### src/rtl/ntt_pkg.sv
// Shared NTT-side definitions: default polynomial/modulus parameters and the
// sequencer state encoding used by poly_sub_ctrl.
package ntt_pkg;

    localparam int unsigned NTT_DATA_WIDTH = 12;
    localparam int unsigned NTT_ADDR_WIDTH = 8;
    localparam int unsigned NTT_N          = 256;
    localparam int unsigned NTT_Q          = 3329;

    typedef enum logic [1:0] {
        IDLE,
        RUN,
        DRAIN,
        DONE
    } state_t;

endpackage

### src/rtl/mod_addsub_core.sv
// Combinational modular subtract (and add, when POLY_SUB_ADD_EN is defined).
// Operands are assumed < Q; the result is then in [0, Q-1].
module mod_addsub_core #(
    parameter int unsigned DATA_WIDTH = 12,
    parameter int unsigned Q          = 3329
) (
    input  logic [DATA_WIDTH-1:0] a,
    input  logic [DATA_WIDTH-1:0] b,
`ifdef POLY_SUB_ADD_EN
    input  logic                  op,
`endif
    output logic [DATA_WIDTH-1:0] z
);

    localparam logic [DATA_WIDTH:0] QW = (DATA_WIDTH+1)'(Q);

    logic [DATA_WIDTH:0]   diff;
    logic [DATA_WIDTH-1:0] res;
`ifdef POLY_SUB_ADD_EN
    logic [DATA_WIDTH:0]   sum;
`endif

    always_comb begin
        // The extra top bit doubles as the borrow flag
        diff = {1'b0, a} - {1'b0, b};
        if (diff[DATA_WIDTH]) begin
            diff = diff + QW;
        end
        res = diff[DATA_WIDTH-1:0];
`ifdef POLY_SUB_ADD_EN
        sum = {1'b0, a} + {1'b0, b};
        if (sum >= QW) begin
            sum = sum - QW;
        end
        if (op) begin
            res = sum[DATA_WIDTH-1:0];
        end
`endif
    end

    assign z = res;

endmodule

### src/rtl/poly_sub_ctrl.sv
// Coefficient-wise modular difference sequencer: reads banks A/B, writes
// (a-b) mod Q to the destination bank. POLY_SUB_ADD_EN adds the op port (add).
module poly_sub_ctrl
    import ntt_pkg::*;
#(
    parameter int unsigned DATA_WIDTH = NTT_DATA_WIDTH,
    parameter int unsigned ADDR_WIDTH = NTT_ADDR_WIDTH,
    parameter int unsigned N          = NTT_N,
    parameter int unsigned Q          = NTT_Q
) (
    input  logic                  clk,
    input  logic                  rst_n,
    input  logic                  start,
`ifdef POLY_SUB_ADD_EN
    input  logic                  op,
`endif
    output logic                  busy,
    output logic                  done,
    output logic                  rd_en,
    output logic [ADDR_WIDTH-1:0] rd_addr,
    input  logic [DATA_WIDTH-1:0] a_dout,
    input  logic [DATA_WIDTH-1:0] b_dout,
    output logic                  wr_en,
    output logic [ADDR_WIDTH-1:0] wr_addr,
    output logic [DATA_WIDTH-1:0] wr_data
);

    localparam logic [ADDR_WIDTH-1:0] LAST_ADDR = ADDR_WIDTH'(N - 1);

    state_t                state;
    logic                  v1;
    logic [ADDR_WIDTH-1:0] addr1;
    logic [DATA_WIDTH-1:0] core_z;
`ifdef POLY_SUB_ADD_EN
    logic                  op_q;
`endif

    mod_addsub_core #(
        .DATA_WIDTH (DATA_WIDTH),
        .Q          (Q)
    ) u_core (
        .a  (a_dout),
        .b  (b_dout),
`ifdef POLY_SUB_ADD_EN
        .op (op_q),
`endif
        .z  (core_z)
    );

    always_ff @(posedge clk or negedge rst_n) begin
        if (!rst_n) begin
            state   <= IDLE;
            busy    <= 1'b0;
            done    <= 1'b0;
            rd_en   <= 1'b0;
            rd_addr <= '0;
`ifdef POLY_SUB_ADD_EN
            op_q    <= 1'b0;
`endif
        end else begin
            case (state)
                IDLE: begin
                    done <= 1'b0;
                    if (start) begin
                        state   <= RUN;
                        busy    <= 1'b1;
                        rd_en   <= 1'b1;
                        rd_addr <= '0;
`ifdef POLY_SUB_ADD_EN
                        op_q    <= op;
`endif
                    end
                end
                RUN: begin
                    if (rd_addr == LAST_ADDR) begin
                        state <= DRAIN;
                        rd_en <= 1'b0;
                    end else begin
                        rd_addr <= rd_addr + 1'b1;
                    end
                end
                DRAIN: begin
                    // Stage 1 empty means stage 2 holds the final write this cycle
                    if (!v1) begin
                        state <= DONE;
                        done  <= 1'b1;
                    end
                end
                DONE: begin
                    state   <= IDLE;
                    done    <= 1'b0;
                    busy    <= 1'b0;
                    rd_addr <= '0;
                end
                default: state <= IDLE;
            endcase
        end
    end

    always_ff @(posedge clk or negedge rst_n) begin
        if (!rst_n) begin
            v1      <= 1'b0;
            addr1   <= '0;
            wr_en   <= 1'b0;
            wr_addr <= '0;
            wr_data <= '0;
        end else begin
            v1    <= rd_en;
            addr1 <= rd_addr;
            wr_en <= v1;
            if (v1) begin
                wr_addr <= addr1;
                wr_data <= core_z;
            end
        end
    end

endmodule
### config.mk
export PLATFORM = sky130hd
export DESIGN_NAME = poly_sub_ctrl
export DESIGN_NICKNAME = d
export VERILOG_FILES = /design/src/rtl/ntt_pkg.sv /design/src/rtl/mod_addsub_core.sv /design/src/rtl/poly_sub_ctrl.sv
export SDC_FILE = /design/constraint.sdc
export NUM_CORES = 1
export LEC_CHECK = 0
export ABC_CLOCK_PERIOD_IN_PS = 2300
export BUFFER_PORTS_ARGS = -buffer_cell sky130_fd_sc_hd__buf_4
export CAP_MARGIN = 20
export CORE_MARGIN = 2
export CORE_UTILIZATION = 45
export CTS_BUF_LIST = sky130_fd_sc_hd__clkbuf_4 sky130_fd_sc_hd__clkbuf_8 sky130_fd_sc_hd__clkbuf_16
export DETAILED_ROUTE_END_ITERATION = 8
export PLACE_DENSITY = 0.72
export SLEW_MARGIN = 20
export SYNTH_ARGS = -nofsm -noshare
export SYNTH_HDL_FRONTEND = slang
export SYNTH_SLANG_ARGS = --single-unit
export TNS_END_PERCENT = 5
### constraint.sdc
create_clock -name clk -period 2.3 [get_ports clk]
set_input_delay 0.575 -clock clk [delete_from_list [all_inputs] [get_ports clk]]
set_output_delay 0.575 -clock clk [all_outputs]
set_load 0.03 [all_outputs]
==> summary.txt, run 1 <==
STA
  • Hold Violations, Final: 0
  • Total negative setup slack: -2620 ps
  • Max-slew violation count: 0
  • Setup repair after global routing missed its margin: true
  • Worst clock skew on the final layout: 9.72 ps
  • Hold_ws: between 200 and 250 ps
  • Actual transition at the worst max-transition pin: between 500 and 600 ps
  • Worst rel slew slack: 65.1%
  • Ratio of final minimum period to clock period: 119%
  • Crit path time final: around 2700 ps
  • Final setup fails: 11
  • Maximum clock frequency: roughly 370 MHz
  • Setup WS post-layout: -428 ps

Layout
  • Commonest non-fill, non-tap cell in the layout: sky130_fd_sc_hd__buf_4
  • Most used cells in the layout excluding fill and tap cells: sky130_fd_sc_hd__buf_4, sky130_fd_sc_hd__dfrtp_1, sky130_fd_sc_hd__nor2_1, sky130_fd_sc_hd__inv_1, sky130_fd_sc_hd__a21oi_1
  • Final Net Count: approximately 430
  • Fraction of layout cells with a size suffix above 1: 38.1%
  • Antenna Cells: 0
  • Area overhead of the layout relative to synthesis: 40.6%
  • Non-filler instance count after layout: 453

Die
  • Standard-cell row count: 27
  • Die span in x: approximately 81 um
  • Initial core utilization: ~47%
  • Io pins: 59
  • Placeable core area: 5610 um^2
  • Die Y-Extent: 80.7 um
  • Overall die area: ~6500 um^2

Clocking
  • Total clock buffers created by CTS: 5
  • Count of hold-fix buffers inserted at cts: 0
  • TritonCTS clock tree: yes
  • Root buffer cell: sky130_fd_sc_hd__clkbuf_8
  • Worst-Skew Late Latency: around 300 ps
  • Clock sink total: between 40 and 50
  • CTS clock-pin slew for the worst setup and hold paths: approximately 80 ps
  • Longest Clk Path Bufs: 2
  • H-tree Lvls: 2

Route
  • DRC violation count after routing: 0
  • WL final: 6240 um
  • Initial detailed-routing violation count: 116
  • First-pass DRT Iterations: 4
  • Detail-routed net length per standard cell: ~14 um
  • Overall via count from detail_route: approximately 2400
  • Number of nets with antenna violations after routing: 0
  • Via/cell ratio: between 5 and 6

GRT
  • Wire length of the first global-routing pass: around 10000 um
  • Total grt overflow: 0
  • Initial antenna violation count: 0
  • Number of global-route vias before repair: 2270
  • Largest net degree at the start of global routing: 44
  • GRT Overall Usage: 19.7%

Worst setup path
  • Setup slack, reg-to-reg: ~220 ps
  • Capture point of the worst reg-to-reg path: rd_addr[7]
  • Endpoint required time on the critical path: 2490 ps
  • Startpoint of the worst-slack reg-to-reg timing path: state[0]
  • Stage delay of the slowest cell on the critical path: 360 ps
  • Depth of the worst register-to-register path: 8
  • Depth of the critical timing path with buffers and inverters included: 12
  • Kind of start point of the critical path: input pin
  • Family with the most delay on the worst path: compound AO/OA/AOI/OAI gates
  • Worst path buffer plus inverter count: 3
  • Data arrival time of the critical path: ~3000 ps
  • CP max stage cell: sky130_fd_sc_hd__or3_1
  • Max FO, Critical Path: 2
  • Critical Path, Cell by Cell: buf_8 -> inv_12 -> ha_4 -> inv_2 -> fa_2 -> a21o_1 -> a311o_1 -> a32o_2 -> nor4b_4 -> a311oi_2 -> or3_1 -> a31o_1
  • Crit end category: register
  • Beginning of the critical path: a_dout[0]
  • CP Class: in2reg

Synthesis
  • Cell types occupying the most area after synthesis: sky130_fd_sc_hd__dfrtp_1, sky130_fd_sc_hd__ha_1, sky130_fd_sc_hd__mux2_2, sky130_fd_sc_hd__a21oi_1, sky130_fd_sc_hd__nor2_1
  • Dominant cell type by area after synthesis: sky130_fd_sc_hd__dfrtp_1
  • Average cell area after synthesis: roughly 9.6 um^2
  • Count of yosys warnings during synthesis: 0
  • Synthesized cell area: ~2700 um^2
  • Share of the yosys chip area belonging to registers: 40.6%
  • Flip-flop and latch count after synthesis: 43
  • Synthesized netlist net count: 322
  • Number of distinct library cell variants in the gate-level netlist after synthesis: 51
  • Portion of synthesized cell area occupied by the leading cell type: 40.6%
  • Post-synthesis cell count: 276

Job
  • Maximum Capacitance Violations: 0

Power
  • Pint: 1480 uW
  • Clk network pwr share: 34.9%
  • Overall power consumption: between 2000 and 2500 uW
  • Power share of the sequential group: a little under two fifths
  • Cell Pwr Density: roughly 540 nW/um^2
  • Sw Pwr: roughly 520 uW
  • Switching portion of total power: about a quarter
  • Static leakage: between 0.0015 and 0.002 uW
  • Fraction of power consumed by combinational cells: between 20% and 30%
  • Peak supply drop: around 0.61 mV

Placed design
  • Final weighted congestion of routability-driven global placement: approximately 0.86
  • Detail Placement HPWL: between 4000 and 5000 um
  • Number of buffer cells added on primary ports: 58
  • Inst Count DP: 441

Run status
  • Violations in the final reports: setup timing
  • Outcome: complete, but fails checks

Hold path
  • Path category of the worst min-delay check: in2async
==> cell families after synthesis <==
group / synth area share (%)
simple gates: 15.3
flops: 40.6
xor+xnor: 4.63
buf+inv: 4.86
fa+ha+maj: 9.25
compound gates: 19.0
mux: 6.33
==> synth_stat cells (all sizes together) <==
cell	n
a21oi	20
o21a	1
a32o	1
a221o	1
nand3	12
or2	1
ha	18
and3	4
nor3b	1
a221oi	2
nand2b	3
a311oi	2
o211a	1
mux2i	1
xnor2	8
a211o	3
a21boi	1
a21o	4
nor2	25
a22oi	1
o2111ai	1
nor2b	5
a311o	1
nor3	5
a2111o	1
o211ai	3
a211oi	4
a22o	5
o21ai	14
and2	1
or4	2
nor4b	1
inv	24
buf	2
a31o	2
a31oi	5
nand2	11
clkbuf	6
o311ai	1
xor2	6
mux2	14
or3	6
dfrtp	43
nand4	2
fa	1
==> power groups by stage <==
stage	clock, uW	sequential [uW]	combinational [uW]
global route	743	755	599
global placement	0	770	481
floorplan	0	771	275
CTS	710	755	531
finish	699	755	550
detailed placement	0	770	493
==> area by class of cell <==
| class | count | area, um^2 |
|---|---|---|
| clock buffers | 6 | 76.3 |
| clock inverters | 2 | 60.1 |
| repair buffers | 105 | 796 |
| inverters | 24 | 103 |
| flip-flops and latches | 43 | 1080 |
| multi-input cells | 201 | 1520 |
| fillers | 482 | 1880 |
| well taps | 72 | 90.1 |
==> through the flow <==
step,setup WS [ps],cell area [um^2],utilization (%)
after global routing,-534,3720,66.4
after detailed placement,-900,3490,62.2
after global placement,-874,3490,62.2
after floorplan,-655,2680,-
after CTS,-421,3710,66.1
final,-428,3720,66.4
==> metal layers <==
metal	track usage (%)	vias to the layer above	share of wire, %
li1	-	1204	-
met1	26.9	1134	47
met2	32.1	51	48
met3	3.33	10	4.0
met4	6.78	0	1.4
met5	0	-	0
==> how the worst max path moves through the flow <==
stage                  end  slack [ps]
2_1_floorplan  wr_data[10]        -650
3_3_place_gp   wr_data[10]        -870
3_5_place_dp   wr_data[10]        -900
4_1_cts        wr_data[10]        -420
5_1_grt         wr_data[9]        -530
6_report       wr_data[10]        -430
==> timing repair <==
item                                   CTS  global route
resized for setup                        9             4
endpoints found under the hold margin    0             0
pin swaps                               13             5
setup buffers                            4             0
setup endpoints to repair               12            12
==> registers in the layout, indices dropped and copies added, names as in the netlist <==
signal and flops:
busy 1, state 2, wr_en 1, addr1 8, rd_en 1, wr_data 12
v1 1, rd_addr 8, done 1, wr_addr 8
No activity file was read; power rests on OpenSTA's default activity.
==> run 2, diff against run 1 <==
Settings changed: CELL_PAD_IN_SITES_DETAIL_PLACEMENT set to 0, CELL_PAD_IN_SITES_GLOBAL_PLACEMENT set to 1, CORE_UTILIZATION 45 to 41, PLACE_DENSITY 0.72 to 0.84.
==> summary.txt, run 2 (same netlist as run 1, synthesis figures left out) <==
Run status
  • Outcome: complete, but fails checks
  • Violations in the final reports: setup timing

Worst setup path
  • Stage delay of the slowest cell on the critical path: 330 ps (-30 ps)
  • CP Class: in2reg
  • Startpoint of the worst-slack reg-to-reg timing path: state[0]
  • Crit end category: register
  • Worst path buffer plus inverter count: 3 (unchanged)
  • Max FO, Critical Path: 4 (+2)
  • CP max stage cell: sky130_fd_sc_hd__fa_2
  • Critical Path, Cell by Cell: buf_8 -> inv_12 -> ha_4 -> inv_2 -> fa_2 -> a21o_1 -> a311o_1 -> a32o_2 -> nor4b_4 -> a311oi_2 -> or3_1 -> a31o_1
  • Data arrival time of the critical path: 2880 ps (-40 ps)
  • Endpoint required time on the critical path: 2490 ps (about the same)
  • Family with the most delay on the worst path: compound AO/OA/AOI/OAI gates
  • Kind of start point of the critical path: input pin
  • Beginning of the critical path: a_dout[0]

Route
  • Via/cell ratio: 5.17 (-2.4%)
  • WL final: 6190 um (-0.88%)
  • Number of nets with antenna violations after routing: 0 (unchanged)
  • Detail-routed net length per standard cell: 13.5 um (-1.7%)
  • Initial detailed-routing violation count: 63 (-46%)
  • DRC violation count after routing: 0 (unchanged)
  • Overall via count from detail_route: 2362 (-1.5%)
  • First-pass DRT Iterations: 4 (unchanged)

Clocking
  • Worst-Skew Late Latency: 300 ps (about the same)
  • Root buffer cell: sky130_fd_sc_hd__clkbuf_8
  • Longest Clk Path Bufs: 2 (unchanged)
  • Clock sink total: 43 (unchanged)
  • Count of hold-fix buffers inserted at cts: 0 (unchanged)
  • TritonCTS clock tree: yes
  • Total clock buffers created by CTS: 5 (unchanged)
  • H-tree Lvls: 2 (unchanged)
  • CTS clock-pin slew for the worst setup and hold paths: 90 ps (about the same)

Die
  • Overall die area: 7120 um^2 (+9.3%)
  • Standard-cell row count: 29 (+7.4%)
  • Die span in x: 84.4 um (+4.5%)
  • Io pins: 59 (unchanged)
  • Initial core utilization: 42.0% (-5.3 points)
  • Placeable core area: 6310 um^2 (+13%)
  • Die Y-Extent: 84.4 um (+4.5%)

Placed design
  • Detail Placement HPWL: 4750 um (+2.7%)
  • Instance area at placement: 3510 um^2 (+0.75%)
  • Final weighted congestion of routability-driven global placement: 0.809 (-5.4%)
  • Number of buffer cells added on primary ports: 58 (unchanged)

GRT
  • Wire length of the first global-routing pass: 10500 um (+4.9%)
  • Initial antenna violation count: 0 (unchanged)
  • Number of global-route vias before repair: 2297 (+1.2%)
  • Largest net degree at the start of global routing: 44 (unchanged)
  • Total grt overflow: 0 (unchanged)
  • GRT Overall Usage: 17.9% (-1.8 points)

STA
  • Crit path time final: 2690 ps (-41.0 ps)
  • Setup repair after global routing missed its margin: true
  • Maximum clock frequency: 372 MHz (+1.5%)
  • Final setup fails: 12 (+1)
  • Worst clock skew on the final layout: 5.04 ps (-4.68 ps)
  • Actual transition at the worst max-transition pin: 649 ps (+126 ps)
  • Worst rel slew slack: 56.7% (-8.4 points)
  • Max-slew violation count: 0 (unchanged)
  • Setup WS post-layout: -387 ps (+41.1 ps)
  • Total negative setup slack: -2730 ps (-110 ps)
  • Ratio of final minimum period to clock period: 117% (-1.8 points)
  • Hold Violations, Final: 0 (unchanged)

Hold path
  • Path category of the worst min-delay check: in2async

Layout
  • Fraction of layout cells with a size suffix above 1: 37.6% (-0.43 points)
  • Final design utilization: 58.4% (-8.0 points)
  • Final non-filler cell area: 3690 um^2 (-0.97%)
  • Most used cells in the layout excluding fill and tap cells: sky130_fd_sc_hd__buf_4, sky130_fd_sc_hd__dfrtp_1, sky130_fd_sc_hd__nor2_1, sky130_fd_sc_hd__inv_1, sky130_fd_sc_hd__a21oi_1
  • Area overhead of the layout relative to synthesis: 39.2%
  • Number of filler cells placed in the layout: 575 (+19%)
  • Final Net Count: 425 (-0.23%)
  • Antenna Cells: 0 (unchanged)
  • Commonest non-fill, non-tap cell in the layout: sky130_fd_sc_hd__buf_4
  • Biggest register: wr_data
  • Max FFs per register: 12 (unchanged)

Power
  • Cell Pwr Density: 508 nW/um^2 (-5.6%)
  • Static leakage: 0.00184 uW (-1.3%)
  • Peak supply drop: 0.457 mV (-24%)

Job
  • Maximum Capacitance Violations: 0 (unchanged)
## run 2: cell count changes in the layout (fill, tap and decap cells not counted), sizes merged
cell	change
buf	-1
bufinv	-1
clkbuf	-1
clkinv	+2
## run 2: report_power, final
part	internal [uW]	total (uW)	switching, uW
logic	271	526	255
clock network	323	592	269
registers	755	755	0
## run 2: what timing repair did
action                                  in CTS  in global routing
gates cloned                                 0                  0
gates resized for setup                      4                  6
pin swaps                                   11                  9
setup buffers                                1                  1
endpoints found under the setup margin      12                 12
## run 2: routing by layer
| layer | vias to the layer above | GRT usage (%) | part of all wire [%] |
|---|---|---|---|
| met1 | 1109 | 24.6 | 48 |
| li1 | 1202 | - | - |
| met3 | 6 | 3.44 | 4.3 |
| met5 | - | 0 | 0 |
| met2 | 45 | 29.7 | 46 |
| met4 | 0 | 3.90 | 0.97 |
## run 2: final timing paths
path                          endpoint  slack (ps)  cells past startpoint
min reg2reg                         v1         450                      0
min in group clk                    v1         450                      0
min                         wr_data[9]         260                      1
max reg2reg                 rd_addr[5]         240                      7
max                        wr_data[10]        -390                     12
max in group asynchronous   wr_data[3]        1680                      1
## run 2: stage by stage
stage	hold WS [ps]	std cells	setup WS [ps]	total power, uW
finish	259	457	-387	1870
global route	300	457	-470	1970
CTS	276	456	-486	1870
detailed placement	428	447	-868	1270
global placement	423	447	-830	1260
floorplan	279	276	-655	1050
## run 2: cell type report
class	instances	area (um^2)	share of cell area, %
tap	77	96.3	2.61
multi-input combinational	201	1500	40.7
clock buffer	5	68.8	1.87
inverter	24	103	2.78
timing repair buffer	104	801	21.7
clock inverter	3	43.8	1.19
sequential	43	1080	29.2
==> run 3, diff against run 2 <==
Settings changed: ABC_CLOCK_PERIOD_IN_PS 2300 to 2550.
Clock period 2.3 ns to 2.55 ns, I/O delays scaled along.
==> summary.txt, run 3 (same netlist as run 1, synthesis figures left out) <==
STA
  • Setup WS post-layout: -362 ps (+25.3 ps)
  • Ratio of final minimum period to clock period: 114%
  • Worst rel slew slack: 40.1% (-17 points)
  • Crit path time final: around 2900 ps
  • Setup repair after global routing missed its margin: true
  • Final setup fails: 9 (-3)
  • Max-slew violation count: 0 (unchanged)
  • Worst clock skew on the final layout: 8.02 ps (+2.98 ps)
  • Maximum clock frequency: around 340 MHz
  • Total negative setup slack: -1270 ps (+1460 ps)
  • Hold Violations, Final: 0 (unchanged)
  • Actual transition at the worst max-transition pin: 899 ps (+250 ps)

Die
  • Overall die area: 7120 um^2 (unchanged)
  • Io pins: 59 (unchanged)
  • Die Y-Extent: 84.4 um (unchanged)
  • Die span in x: 84.4 um (unchanged)
  • Initial core utilization: 42.0% (unchanged)
  • Standard-cell row count: 29 (unchanged)
  • Placeable core area: 6310 um^2 (unchanged)

Route
  • WL final: 6300 um (+1.8%)
  • Number of nets with antenna violations after routing: 0 (unchanged)
  • First-pass DRT Iterations: 4 (unchanged)
  • Detail-routed net length per standard cell: 13.8 um (+2.2%)
  • Via/cell ratio: 5.29 (+2.4%)
  • DRC violation count after routing: 0 (unchanged)
  • Initial detailed-routing violation count: 94 (+49%)
  • Overall via count from detail_route: 2408 (+1.9%)

Layout
  • Commonest non-fill, non-tap cell in the layout: sky130_fd_sc_hd__buf_4
  • Final design utilization: 58.0% (-0.40 points)
  • Most used cells in the layout excluding fill and tap cells: sky130_fd_sc_hd__buf_4, sky130_fd_sc_hd__dfrtp_1, sky130_fd_sc_hd__nor2_1, sky130_fd_sc_hd__inv_1, sky130_fd_sc_hd__a21oi_1
  • Area overhead of the layout relative to synthesis: 38.2%
  • Biggest register: wr_data
  • Final Net Count: 423 (-0.47%)
  • Max FFs per register: 12 (unchanged)
  • Final non-filler cell area: 3660 um^2 (-0.68%)
  • Antenna Cells: 0 (unchanged)
  • Fraction of layout cells with a size suffix above 1: 37.0% (-0.59 points)

GRT
  • Largest net degree at the start of global routing: 44 (unchanged)
  • Initial antenna violation count: 0 (unchanged)
  • Number of global-route vias before repair: 2381 (+3.7%)
  • Total grt overflow: 0 (unchanged)
  • Wire length of the first global-routing pass: 10700 um (+1.4%)
  • GRT Overall Usage: 18.2% (+0.22 points)

Worst setup path
  • Critical Path, Cell by Cell: buf_8 -> inv_12 -> ha_4 -> inv_2 -> fa_2 -> a21o_1 -> a311o_1 -> a32o_2 -> nor4b_4 -> a311oi_1 -> or3_1 -> a31o_1
  • Endpoint required time on the critical path: 2740 ps (+250 ps)
  • Family with the most delay on the worst path: compound AO/OA/AOI/OAI gates
  • Kind of start point of the critical path: input pin
  • Setup slack, reg-to-reg: 470 ps (+230 ps)
  • CP Class: in2reg
  • Stage delay of the slowest cell on the critical path: 390 ps (+60 ps)
  • Data arrival time of the critical path: 3100 ps (+220 ps)
  • CP max stage cell: sky130_fd_sc_hd__fa_2
  • Worst path buffer plus inverter count: 3 (unchanged)
  • Max FO, Critical Path: 4 (unchanged)
  • Crit end category: register

Hold path
  • Path category of the worst min-delay check: in2async

Placed design
  • Final weighted congestion of routability-driven global placement: 0.788 (-2.5%)
  • Setup slack at placement: -716 ps (+152 ps)
  • Number of buffer cells added on primary ports: 58 (unchanged)
  • Detail Placement HPWL: 4850 um (+2.1%)
  • Instance area at placement: 3500 um^2 (-0.36%)

Run status
  • Outcome: complete, but fails checks
  • Violations in the final reports: setup timing

Clocking
  • TritonCTS clock tree: yes
  • Total clock buffers created by CTS: 5 (unchanged)
  • Root buffer cell: sky130_fd_sc_hd__clkbuf_8
  • CTS clock-pin slew for the worst setup and hold paths: 90 ps (about the same)
  • Longest Clk Path Bufs: 2 (unchanged)
  • Clock sink total: 43 (unchanged)
  • H-tree Lvls: 2 (unchanged)
  • Worst-Skew Late Latency: 300 ps (about the same)

Power
  • Peak supply drop: 0.427 mV (-6.7%)
  • Cell Pwr Density: 461 nW/um^2 (-9.2%)
  • Static leakage: 0.00183 uW (-0.54%)
  • Overall power consumption: 1690 uW (-9.8%)

Job
  • Maximum Capacitance Violations: 0 (unchanged)
==> run 3: timing repair <==
action                                  CTS  global route
hold buffers                              0             0
resized for setup                         8             2
cloned                                    0             0
endpoints found under the setup margin   12            11
buffers inserted                          0             0
pin swaps                                 5             3
==> run 3: where the power goes <==
part           internal, uW  switching (uW)
clock                   292             240
combinational           243             234
sequential              681               0
==> run 3: path summary, 6_finish.rpt <==
path / startpoint / end / depth (start not counted)
setup / recovery: a_dout[0] / wr_data[10] / 12
hold / removal: rst_n / wr_data[11] / 1
setup reg to reg: state[0] / rd_addr[7] / 8
hold reg to reg: rd_en / v1 / 0
max in group asynchronous: rst_n / addr1[5] / 1
min in group clk: rd_en / v1 / 0
==> run 3: area by class of cell <==
| class | instances | area [um^2] |
|---|---|---|
| Clock inverter | 3 | 43.8 |
| Fill cell | 579 | 2650 |
| Multi-Input combinational cell | 201 | 1500 |
| Clock buffer | 5 | 68.8 |
| Timing Repair Buffer | 102 | 773 |
| Tap cell | 77 | 96.3 |
| Sequential cell | 43 | 1080 |
| Inverter | 24 | 103 |
==> run 3: metrics by stage <==
step / cells / hold WS [ps]
after floorplan: 276 / 342
after global placement: 447 / 415
after detailed placement: 447 / 418
after CTS: 455 / 325
after global routing: 455 / 360
final: 455 / 315
==> run 3: metal layers <==
layer	track usage (%)	up-vias	routed length, um
li1	-	1201	-
met1	24.1	1154	2890
met2	30.2	46	3070
met3	4.13	7	280
met4	4.76	0	56
met5	0	-	0
